**config.mk**
```make
export PLATFORM = sky130hd
export DESIGN_NAME = power_monitor_responder
export DESIGN_NICKNAME = d
export VERILOG_FILES = /design/src/rtl/power_monitor_responder.sv
export SDC_FILE = /design/constraint.sdc
export NUM_CORES = 1
export LEC_CHECK = 0
export ABC_AREA = 1
export CORE_MARGIN = 4
export CORE_UTILIZATION = 33
export DETAILED_ROUTE_END_ITERATION = 8
export DONT_BUFFER_PORTS = 1
export PLACE_DENSITY = 0.51
export RECOVER_POWER = 100
export SLEW_MARGIN = 10
export SYNTH_ARGS = -nofsm -noshare
export SYNTH_HDL_FRONTEND = slang
export SYNTH_SLANG_ARGS = --single-unit
```
**constraint.sdc**
```tcl
create_clock -name clk -period 2.25 [get_ports clk]
set_input_delay 0.3375 -clock clk [delete_from_list [all_inputs] [get_ports clk]]
set_output_delay 0.3375 -clock clk [all_outputs]
set_load 0.005 [all_outputs]
```
**src/rtl/power_monitor_responder.sv**
```systemverilog
// Power-rail monitor: polls a 12-bit SPI ADC round-robin over rails 0..3 and answers under/over checks by sel.
// data is registered, one clk after a sel or reading change; no backpressure, the ADC frame loop free-runs.
module power_monitor_responder #(
  parameter int          CLK_DIV = 25,
  parameter logic [11:0] LO0     = 12'd2458,
  parameter logic [11:0] LO1     = 12'd2458,
  parameter logic [11:0] LO2     = 12'd2458,
  parameter logic [11:0] LO3     = 12'd2458,
  parameter logic [11:0] HI0     = 12'd3686,
  parameter logic [11:0] HI1     = 12'd3686,
  parameter logic [11:0] HI2     = 12'd3686
) (
  input  logic       clk,
  input  logic       rst_n,
  input  logic [2:0] sel,
  output logic       data,
  output logic [3:0] valid,
  output logic       adc_cs_n,
  output logic       adc_sclk,
  output logic       adc_mosi,
  input  logic       adc_miso
);

  typedef enum logic [1:0] {IDLE, SETUP, SHIFT, HOLD} state_t;

  localparam logic [7:0] DIV_LAST = 8'(CLK_DIV - 1);
  localparam logic [7:0] DIV_HOLD = 8'(CLK_DIV);

  state_t      state;
  state_t      state_nxt;
  logic [1:0]  rst_sync;
  logic        run;
  logic [7:0]  cnt;
  logic [3:0]  bit_idx;
  logic        phase_hi;
  logic        tick;
  logic        commit;
  logic [11:0] shreg;
  logic [1:0]  cur_addr;
  logic [1:0]  prev_addr;
  logic        first_frame;
  logic [11:0] reading [4];
  logic [2:0]  add3;
  logic [1:0]  rail;
  logic [11:0] lo_thr;
  logic [11:0] hi_thr;
  logic        data_nxt;

  // Reset assertion is immediate; release reaches the FSM two edges later.
  always_ff @(posedge clk or negedge rst_n) begin
    if (!rst_n) begin
      rst_sync <= 2'b00;
    end else begin
      rst_sync <= {rst_sync[0], 1'b1};
    end
  end

  assign run    = rst_sync[1];
  assign tick   = (cnt == DIV_LAST);
  assign commit = (state == HOLD) && (cnt == 8'd0);
  assign add3   = {1'b0, cur_addr};

  always_ff @(posedge clk or negedge rst_n) begin
    if (!rst_n) begin
      state <= IDLE;
    end else begin
      state <= state_nxt;
    end
  end

  always_comb begin
    state_nxt = state;
    case (state)
      IDLE:    if (run) state_nxt = SETUP;
      SETUP:   if (tick) state_nxt = SHIFT;
      SHIFT:   if (tick && phase_hi && (bit_idx == 4'd15)) state_nxt = HOLD;
      HOLD:    if (cnt == DIV_HOLD) state_nxt = IDLE;
      default: state_nxt = IDLE;
    endcase
  end

  always_comb begin
    adc_cs_n = 1'b1;
    adc_sclk = 1'b1;
    adc_mosi = 1'b0;
    case (state)
      SETUP: adc_cs_n = 1'b0;
      SHIFT: begin
        adc_cs_n = 1'b0;
        adc_sclk = phase_hi;
        // Address occupies SCLK periods 3..5; bit_idx moves only as sclk falls.
        case (bit_idx)
          4'd2:    adc_mosi = add3[2];
          4'd3:    adc_mosi = add3[1];
          4'd4:    adc_mosi = add3[0];
          default: adc_mosi = 1'b0;
        endcase
      end
      default: begin
        adc_cs_n = 1'b1;
        adc_sclk = 1'b1;
      end
    endcase
  end

  always_ff @(posedge clk or negedge rst_n) begin
    if (!rst_n) begin
      cnt      <= 8'd0;
      bit_idx  <= 4'd0;
      phase_hi <= 1'b0;
      shreg    <= 12'd0;
    end else begin
      case (state)
        SETUP: begin
          cnt      <= tick ? 8'd0 : cnt + 8'd1;
          bit_idx  <= 4'd0;
          phase_hi <= 1'b0;
        end
        SHIFT: begin
          if (tick) begin
            cnt      <= 8'd0;
            phase_hi <= ~phase_hi;
            if (phase_hi) begin
              bit_idx <= bit_idx + 4'd1;
            end else begin
              // Sample on the clk that raises sclk; the last 12 bits left are the result.
              shreg <= {shreg[10:0], adc_miso};
            end
          end else begin
            cnt <= cnt + 8'd1;
          end
        end
        HOLD:    cnt <= (cnt == DIV_HOLD) ? 8'd0 : cnt + 8'd1;
        default: cnt <= 8'd0;
      endcase
    end
  end

  // A frame returns the conversion addressed by the previous frame.
  always_ff @(posedge clk or negedge rst_n) begin
    if (!rst_n) begin
      cur_addr    <= 2'd0;
      prev_addr   <= 2'd0;
      first_frame <= 1'b1;
      valid       <= 4'b0000;
      for (int i = 0; i < 4; i++) begin
        reading[i] <= 12'd0;
      end
    end else if (commit) begin
      if (!first_frame) begin
        reading[prev_addr] <= shreg;
        valid[prev_addr]   <= 1'b1;
      end
      prev_addr   <= cur_addr;
      cur_addr    <= cur_addr + 2'd1;
      first_frame <= 1'b0;
    end
  end

  assign rail = sel[2:1];

  always_comb begin
    lo_thr = LO0;
    hi_thr = HI0;
    case (rail)
      2'd0:    begin lo_thr = LO0; hi_thr = HI0; end
      2'd1:    begin lo_thr = LO1; hi_thr = HI1; end
      2'd2:    begin lo_thr = LO2; hi_thr = HI2; end
      default: begin lo_thr = LO3; hi_thr = HI0; end
    endcase
  end

  // Without a reading yet every check reports pass.
  always_comb begin
    data_nxt = 1'b0;
    if (sel == 3'd7) begin
      data_nxt = 1'b0;
    end else if (!sel[0]) begin
      data_nxt = !valid[rail] || (reading[rail] >= lo_thr);
    end else begin
      data_nxt = valid[rail] && (reading[rail] > hi_thr);
    end
  end

  always_ff @(posedge clk or negedge rst_n) begin
    if (!rst_n) begin
      data <= 1'b0;
    end else begin
      data <= data_nxt;
    end
  end

endmodule

```
==> metrics.cfg, run 1 <==
[drt]
dr.pass1.iters=4
finalWirelength_microns=8670
via_per_inst=4.56
drt_iter0_drc=227
ant_nets=0
drt-wirelength-per-cell_microns=12.7
route.detailed.drc=0
via_count=3112

[cts]
cts_buffers=9
clock_path_buffers=2
postCtsSetupRepairBufs=0
tritoncts=done
clk_pin_slew_worst_paths_ns=0.06
root_buffer=clkbuf_16
cts.sinks=87
cts_resized=0
clk_latency_ns=0.33
htreeDepth=3

[synth]
synth_fp_nets=527
synth_cell_types=38
synthSimpleGateAreaFrac_pct=25.7
yosysSeqAreaShare_pct=50.5
synth_compound_area_share_pct=11.5
synthMuxAreaShare_pct=0
synthTopCellsByArea=dfrtp_1, nand2_1, nand3_1, inv_1, o21ai_1
synth_area_sq_mm=0.00432
synth_top_family_by_area=simple AND/OR/NAND/NOR gates
synth-seq-cells=87
synth_area_leader_cell=dfrtp_1
synth_top_area_share_pct=49.9
synth_fa_ha_area_share_pct=2.61
synth_xor_area_share_pct=1.22
ys_warn_count=0
synth.avg_cell_area_sq_um=8.43
synthCells=512

[layout]
drive_gt1_share_pct=6.07
layout-area-overhead-vs-synth_pct=7.45
finalNetCount=521
final_common_cell=nand2_1
diodes=0
final_cell_mix=nand2_1, dfrtp_1, o21ai_0, inv_1, nand3_1
stdcell_count=683
fin_area_sq_mm=0.00464

[floorplan]
die-width_microns=122
core_sq_mm=0.0127
die_y_microns=122
die-area_sq_mm=0.0150
io_pins=14
rows=41
initial_core_util_pct=33.9

[global_routing]
antenna_found_initial=0
grt_pass1_wl_microns=15200
grt_max_degree=88
grt_pass1_vias=3065
overflow=0
grt_use_total_pct=12.8

[timing]
hold_viol=87
worstMarginPinSlew_ns=0.589
worst_clock_skew_ns=0.00482
fin_crit_ns=1.99
fin_ws_ns=0.256
setup_violations=0
max_slew_margin_pct=60.6
rsz0062_at_grt=no
tns_ns=0
slew_viol_final=0
max_freq_mhz=501
fin_hold_ws_ns=-0.301
timing.final.crit_share_pct=88.6

[setup_path]
cp.arrival_ns=1.66
cp.required_ns=1.91
critical_path_class=reg2out
start_kind=flip-flop
rr_worst_depth=9
cp-end-kind=output pin
crit_fanout=7

[power]
powerDensity_mw_per_mm2=927
power_leakage_nw=2.14
vdd_drop_max_v=0.000861

[place]
gp_congestion=0.750
dp_cells=667
place_ws_ns=0.324
portBuffers=0
placed_area_sq_mm=0.00439
hpwl_microns=5550

[flow_run]
max_cap_violations=0

[status]
violations=negative hold slack
status=complete, but fails checks

[min_path]
hp-class=in2async

## cell usage after synthesis
cell type  count
inv_2          5
and2_1         1
nor3b_1        1
o21ai_2       13
a31o_2         3
nor4_2         1
o21ai_0       19
nor4_1         1
clkinv_4       1
o21bai_2       1
clkinv_2       1
buf_4          2
nor2_1        29
clkbuf_1       1
nand2_2        2
o21ai_1       35
nand3b_1       1
nand4_1        4
dfstp_2        1
a21oi_1       10
nor2_8         1
ha_1           9
inv_4          1
nand3_4        4
o31ai_1        1
buf_6          9
xor2_1         5
clkbuf_2       1
o211ai_1       1
buf_2          5
dfrtp_1       86
xnor2_1        1
nor3_1         5
nand2_1      163
o21a_1         1
inv_1         47
nand3_1       39
conb_1         1
## sequential cells by signal (all words and copies together), names as in the netlist
| register | cells |
|---|---|
| reading | 48 |
| shreg | 12 |
| cnt | 8 |
| bit_idx | 4 |
| valid | 4 |
| cur_addr | 2 |
| prev_addr | 2 |
| rst_sync | 2 |
| state | 2 |
| data | 1 |
| first_frame | 1 |
| phase_hi | 1 |
## area by class of cell
type	count	area, sq um
Multi-Input combinational cell	352	1720
Clock inverter	4	70.1
Inverter	55	215
Clock buffer	12	236
Sequential cell	87	2180
Tap cell	172	215
Timing Repair Buffer	1	5.00
Fill cell	1369	8090
## where the power goes
group          switching, mW  internal, mW
combinational          0.564         0.283
clock                  0.574         0.970
sequential             0.168          1.74
## routing by layer
layer | share of wire [%] | wire, microns | GRT usage (%) | vias to the layer above
met2 | 46 | 3960 | 21.1 | 43
met5 | 0 | 0 | 0 | -
li1 | - | - | - | 1627
met4 | 1.2 | 102 | 3.36 | 0
met1 | 48 | 4200 | 16.5 | 1433
met3 | 4.7 | 407 | 3.64 | 9
## stage by stage
step / util (%) / power (mW) / hold slack (ns)
after floorplan: - / 2.68 / 0.0419
after global placement: 34.5 / 2.83 / 0.0444
after detailed placement: 34.5 / 2.85 / 0.0444
after CTS: 36.9 / 4.43 / -0.316
after global routing: 36.4 / 4.58 / -0.320
final: 36.4 / 4.30 / -0.301
## worst paths after layout
path / from / endpoint / slack, ns
hold / removal: rst_n / reading[47] / -0.30
setup / recovery: state[0] / adc_mosi / 0.26
min in group clk: adc_miso / shreg[0] / 0.17
max in group asynchronous: rst_n / first_frame / 2.31
setup reg to reg: cnt[0] / reading[9] / 0.33
hold reg to reg: rst_sync[0] / rst_sync[1] / 0.35
## kinds of logic after synthesis
| family | after synthesis |
|---|---|
| simple gates | 252 |
| flops | 87 |
| compound gates | 84 |
| buf+inv | 73 |
| fa+ha+maj | 9 |
| xor+xnor | 6 |
| other cells | 1 |
## worst max-delay path: stages (launching register included)
cell	delay (ns)
dfrtp_1	0.41
inv_1	0.09
ha_1	0.28
inv_1	0.12
nor4_1	0.44
No activity file was read; power rests on OpenSTA's default activity.
==> inputs of run 2 (changes only) <==
- CAP_MARGIN: default -> 25
- clock period: 2.25 -> 1.9 ns (I/O delays scaled with it)
==> metrics.cfg, run 2 (same netlist as run 1, synthesis figures left out) <==
[layout]
fin_area_sq_mm=0.00522
layout-area-overhead-vs-synth_pct=21.0
top_regs=reading x48, shreg x12, cnt x8
finalNetCount=544
multi_input_area_sq_mm=0.00212
regArea_sq_mm=0.00218
final_common_cell=nand2_1
largest_reg_flops=48
nFillCells=1308
largest-register=reading
final_cell_mix=nand2_1, dfrtp_1, inv_1, nand3_1
drive_gt1_share_pct=21.0
diodes=0

[drt]
via_per_inst=4.94
drt-wirelength-per-cell_microns=15.7
dr.pass1.iters=4
route.detailed.drc=0
ant_nets=0
via_count=3485
finalWirelength_microns=11100
drt_iter0_drc=235

[floorplan]
die-width_microns=122
io_pins=14
core_sq_mm=0.0127
die-area_sq_mm=0.0150
initial_core_util_pct=33.9
rows=41
die_y_microns=122

[timing]
max_slew_margin_pct=40.9
worstMarginPinSlew_ns=0.887
hold_viol=87
slew_viol_final=0
worst_clock_skew_ns=0.00560
fin_crit_ns=1.89
fin_ws_ns=0.0145
timing.final.crit_share_pct=99.2
fin_hold_ws_ns=-0.355
setup_violations=0
max_freq_mhz=530
rsz0062_at_grt=yes

[power]
powerDensity_mw_per_mm2=1190
vdd_drop_max_v=0.000643
power_leakage_nw=2.27

[flow_run]
max_cap_violations=0

[setup_path]
rr_worst_depth=10
worstReg2RegStart=cnt[1]
crit_fanout=6
start_kind=flip-flop
cp.arrival_ns=2.10
cp-end-kind=flip-flop
reg2reg_to=reading[22]
r2r_setup_slack_ns=0.01
critical_path_class=reg2reg
cp.required_ns=2.12

[global_routing]
grt_max_degree=88
antenna_found_initial=0
grt_pass1_vias=3198
overflow=0
grt_pass1_wl_microns=15900
grt_use_total_pct=13.5

[place]
gp_congestion=0.758
hpwl_microns=6130
place_ws_ns=0.0381
placed_area_sq_mm=0.00442
portBuffers=0

[cts]
cts_buffers=9
tritoncts=done
htreeDepth=3
clk_latency_ns=0.34
cts.sinks=87
clock_path_buffers=2
clk_pin_slew_worst_paths_ns=0.07
root_buffer=clkbuf_16

[status]
violations=negative hold slack
status=complete, but fails checks

[min_path]
hp-class=in2async

run 2: final cells by class:
type	instances	share of cell area [%]
Sequential cell	87	41.7
Multi-Input combinational cell	364	40.6
Clock buffer	11	4.84
Inverter	55	4.19
Tap cell	172	4.12
Clock inverter	5	2.44
Timing Repair Buffer	12	2.11
run 2: timing repair:
item                                   4_1_cts  5_1_grt
setup endpoints to repair                    1       49
pin swaps                                    1       10
gates resized for setup                      1       57
buffers inserted                             0        7
endpoints found under the hold margin       87       87
cloned                                       0       12
run 2: worst max-delay path by stage:
stage                 from          end
floorplan           cnt[0]   reading[9]
global placement    cnt[1]  reading[36]
detailed placement  cnt[1]  reading[42]
CTS                 cnt[1]  reading[22]
global route        cnt[1]  reading[42]
finish              cnt[1]  reading[22]
run 2: report_power, final:
group	leakage, nW	internal, mW	switching, mW	total (mW)
Sequential	1.17	2.06	0.318	2.38
Combinational	0.915	0.594	1.04	1.63
Clock	0.182	1.49	0.718	2.21
run 2: layer usage:
layer  vias up  routed length (microns)  GRT usage (%)
li1       1709                        -              -
met1      1676                     4880           18.3
met3        12                      617           3.46
met2        88                     5390           21.3
met4         0                      175           4.27
met5         -                        0              0
run 2: worst max-delay path, cell delays in order (launching register included):
cell	delay (ns)
dfrtp_1	0.39
inv_2	0.10
ha_4	0.15
nand3_4	0.06
nor4_4	0.22
nand2_2	0.13
nor2_8	0.19
buf_6	0.15
nand3_4	0.15
nand2_2	0.17
o21ai_2	0.07
run 2: through the flow:
step / TNS [ns] / std cells / power, mW / hold slack [ns] / util, %
6_report: 0 / 706 / 6.21 / -0.355 / 41.1
5_1_grt: -2.79 / 706 / 6.56 / -0.376 / 41.1
4_1_cts: 0 / 687 / 5.66 / -0.373 / 37.8
3_5_place_dp: 0 / 671 / 3.43 / -0.00710 / 34.7
3_3_place_gp: 0 / 671 / 3.40 / -0.00771 / 34.7
2_1_floorplan: 0 / 512 / 3.17 / -0.0106 / -
==> inputs of run 3 (changes only) <==
- CORE_UTILIZATION: 33 -> 50
- PLACE_DENSITY: 0.51 -> 0.69
==> metrics.cfg, run 3 (same netlist as run 1, synthesis figures left out) <==
[floorplan]
die_y_microns=101
io_pins=14
rows=33
core_sq_mm=0.00830
die-width_microns=101
initial_core_util_pct=52.0
die-area_sq_mm=0.0102

[drt]
via_count=3547
dr.pass1.iters=5
drt_iter0_drc=203
ant_nets=0
drt-wirelength-per-cell_microns=16.3
route.detailed.drc=0
via_per_inst=5.59
finalWirelength_microns=10400

[timing]
hold_viol=87
max_slew_margin_pct=53.1
fin_crit_ns=1.93
slew_viol_final=0
rsz0062_at_grt=yes
setup_violations=4
max_freq_mhz=518
fin_hold_ws_ns=-0.388
tns_ns=-0.0452
fin_ws_ns=-0.0311
timing.final.crit_share_pct=102
worst_clock_skew_ns=0.00945
worstMarginPinSlew_ns=0.702

[global_routing]
grt_pass1_wl_microns=14900
grt_use_total_pct=18.7
grt_max_degree=88
overflow=0
grt_pass1_vias=3113
antenna_found_initial=0

[setup_path]
cp.required_ns=2.18
crit_fanout=7
cp.arrival_ns=2.21
crit_start=cnt[1]
rr_worst_depth=9
start_kind=flip-flop
critical_path_class=reg2reg
worstReg2RegStart=cnt[1]
cp-end-kind=flip-flop

[layout]
final_util_pct=59.3
largest_reg_flops=48
final_common_cell=nand2_1
finalNetCount=540
diodes=0
drive_gt1_share_pct=18.5
final_cell_mix=nand2_1, dfrtp_1, inv_1, nand3_1
largest-register=reading
fin_area_sq_mm=0.00492
top_regs=reading x48, shreg x12, cnt x8
layout-area-overhead-vs-synth_pct=14.0

[flow_run]
max_cap_violations=0

[power]
vdd_drop_max_v=0.000652
powerDensity_mw_per_mm2=1110
power_leakage_nw=2.20
p_total_mw=5.45

[cts]
clock_path_buffers=2
clk_latency_ns=0.36
root_buffer=clkbuf_8
clk_pin_slew_worst_paths_ns=0.09
cts_buffers=9
tritoncts=done
cts.sinks=87
htreeDepth=3

[min_path]
hp-class=in2async

[place]
placed_area_sq_mm=0.00433
hpwl_microns=5750
portBuffers=0
gp_congestion=0.870

[status]
status=complete, but fails checks
violations=negative hold slack, negative setup slack

==> run 3: changes by cell type in the layout (fill, tap and decap cells not counted), moves of 2 or more <==
cell | before | now
nand3_4 | 17 | 14
buf_6 | 3 | 1
nand2_2 | 28 | 17
nand2_1 | 137 | 148
clkbuf_8 | 2 | 10
clkinv_2 | 1 | 3
clkbuf_16 | 9 | 0
==> run 3: power breakdown <==
part / internal, mW / leakage (nW) / switching [mW]
logic: 0.560 / 0.904 / 0.979
clock network: 0.905 / 0.122 / 0.654
registers: 2.06 / 1.17 / 0.296
==> run 3: worst paths after layout <==
kind,to,slack (ns)
min,reading[46],-0.39
max reg2reg,reading[6],-0.03
min reg2reg,rst_sync[1],0.35
min in group clk,shreg[0],0.09
max,reading[6],-0.03
max in group asynchronous,first_frame,2.09
==> run 3: area by class of cell <==
type / count / area, sq um
clock buffer: 10 / 138
clock inverter: 6 / 108
fill: 710 / 3380
inverter: 55 / 215
multi-input combinational: 362 / 2060
sequential: 87 / 2180
tap: 105 / 131
timing repair buffer: 10 / 87.6
==> run 3: routing by layer <==
metal  track usage (%)  share of wire (%)  vias up
met5                 0                  0        -
li1                  -                  -     1689
met3              3.60                6.8       30
met4              6.85                3.3        0
met2              29.4                 47      114
met1              25.8                 42     1714
==> run 3: worst max-delay path, cell delays in order, from the launching register on <==
cell and delay [ns]:
dfrtp_1 0.40, inv_2 0.09, ha_4 0.15, nand3_4 0.07
nor4_4 0.24, nand2_2 0.13, nor2_8 0.21, buf_12 0.18
nand3_2 0.18, o21ai_1 0.21
==> run 3: what timing repair did <==
item,in CTS,in global routing
pin swaps,0,8
endpoints found under the hold margin,87,87
buffers inserted,0,6
cloned,0,10
gates resized for setup,2,42
setup endpoints to repair,6,48
==> run 3: stage by stage <==
| stage | hold WS, ns | instances | setup slack [ns] |
|---|---|---|---|
| finish | -0.388 | 635 | -0.0311 |
| detailed placement | -0.00803 | 603 | -0.000221 |
| floorplan | -0.0106 | 512 | 0.261 |
| CTS | -0.401 | 619 | -0.0121 |
| global route | -0.410 | 635 | -0.141 |
| global placement | -0.00788 | 603 | 0.0871 |
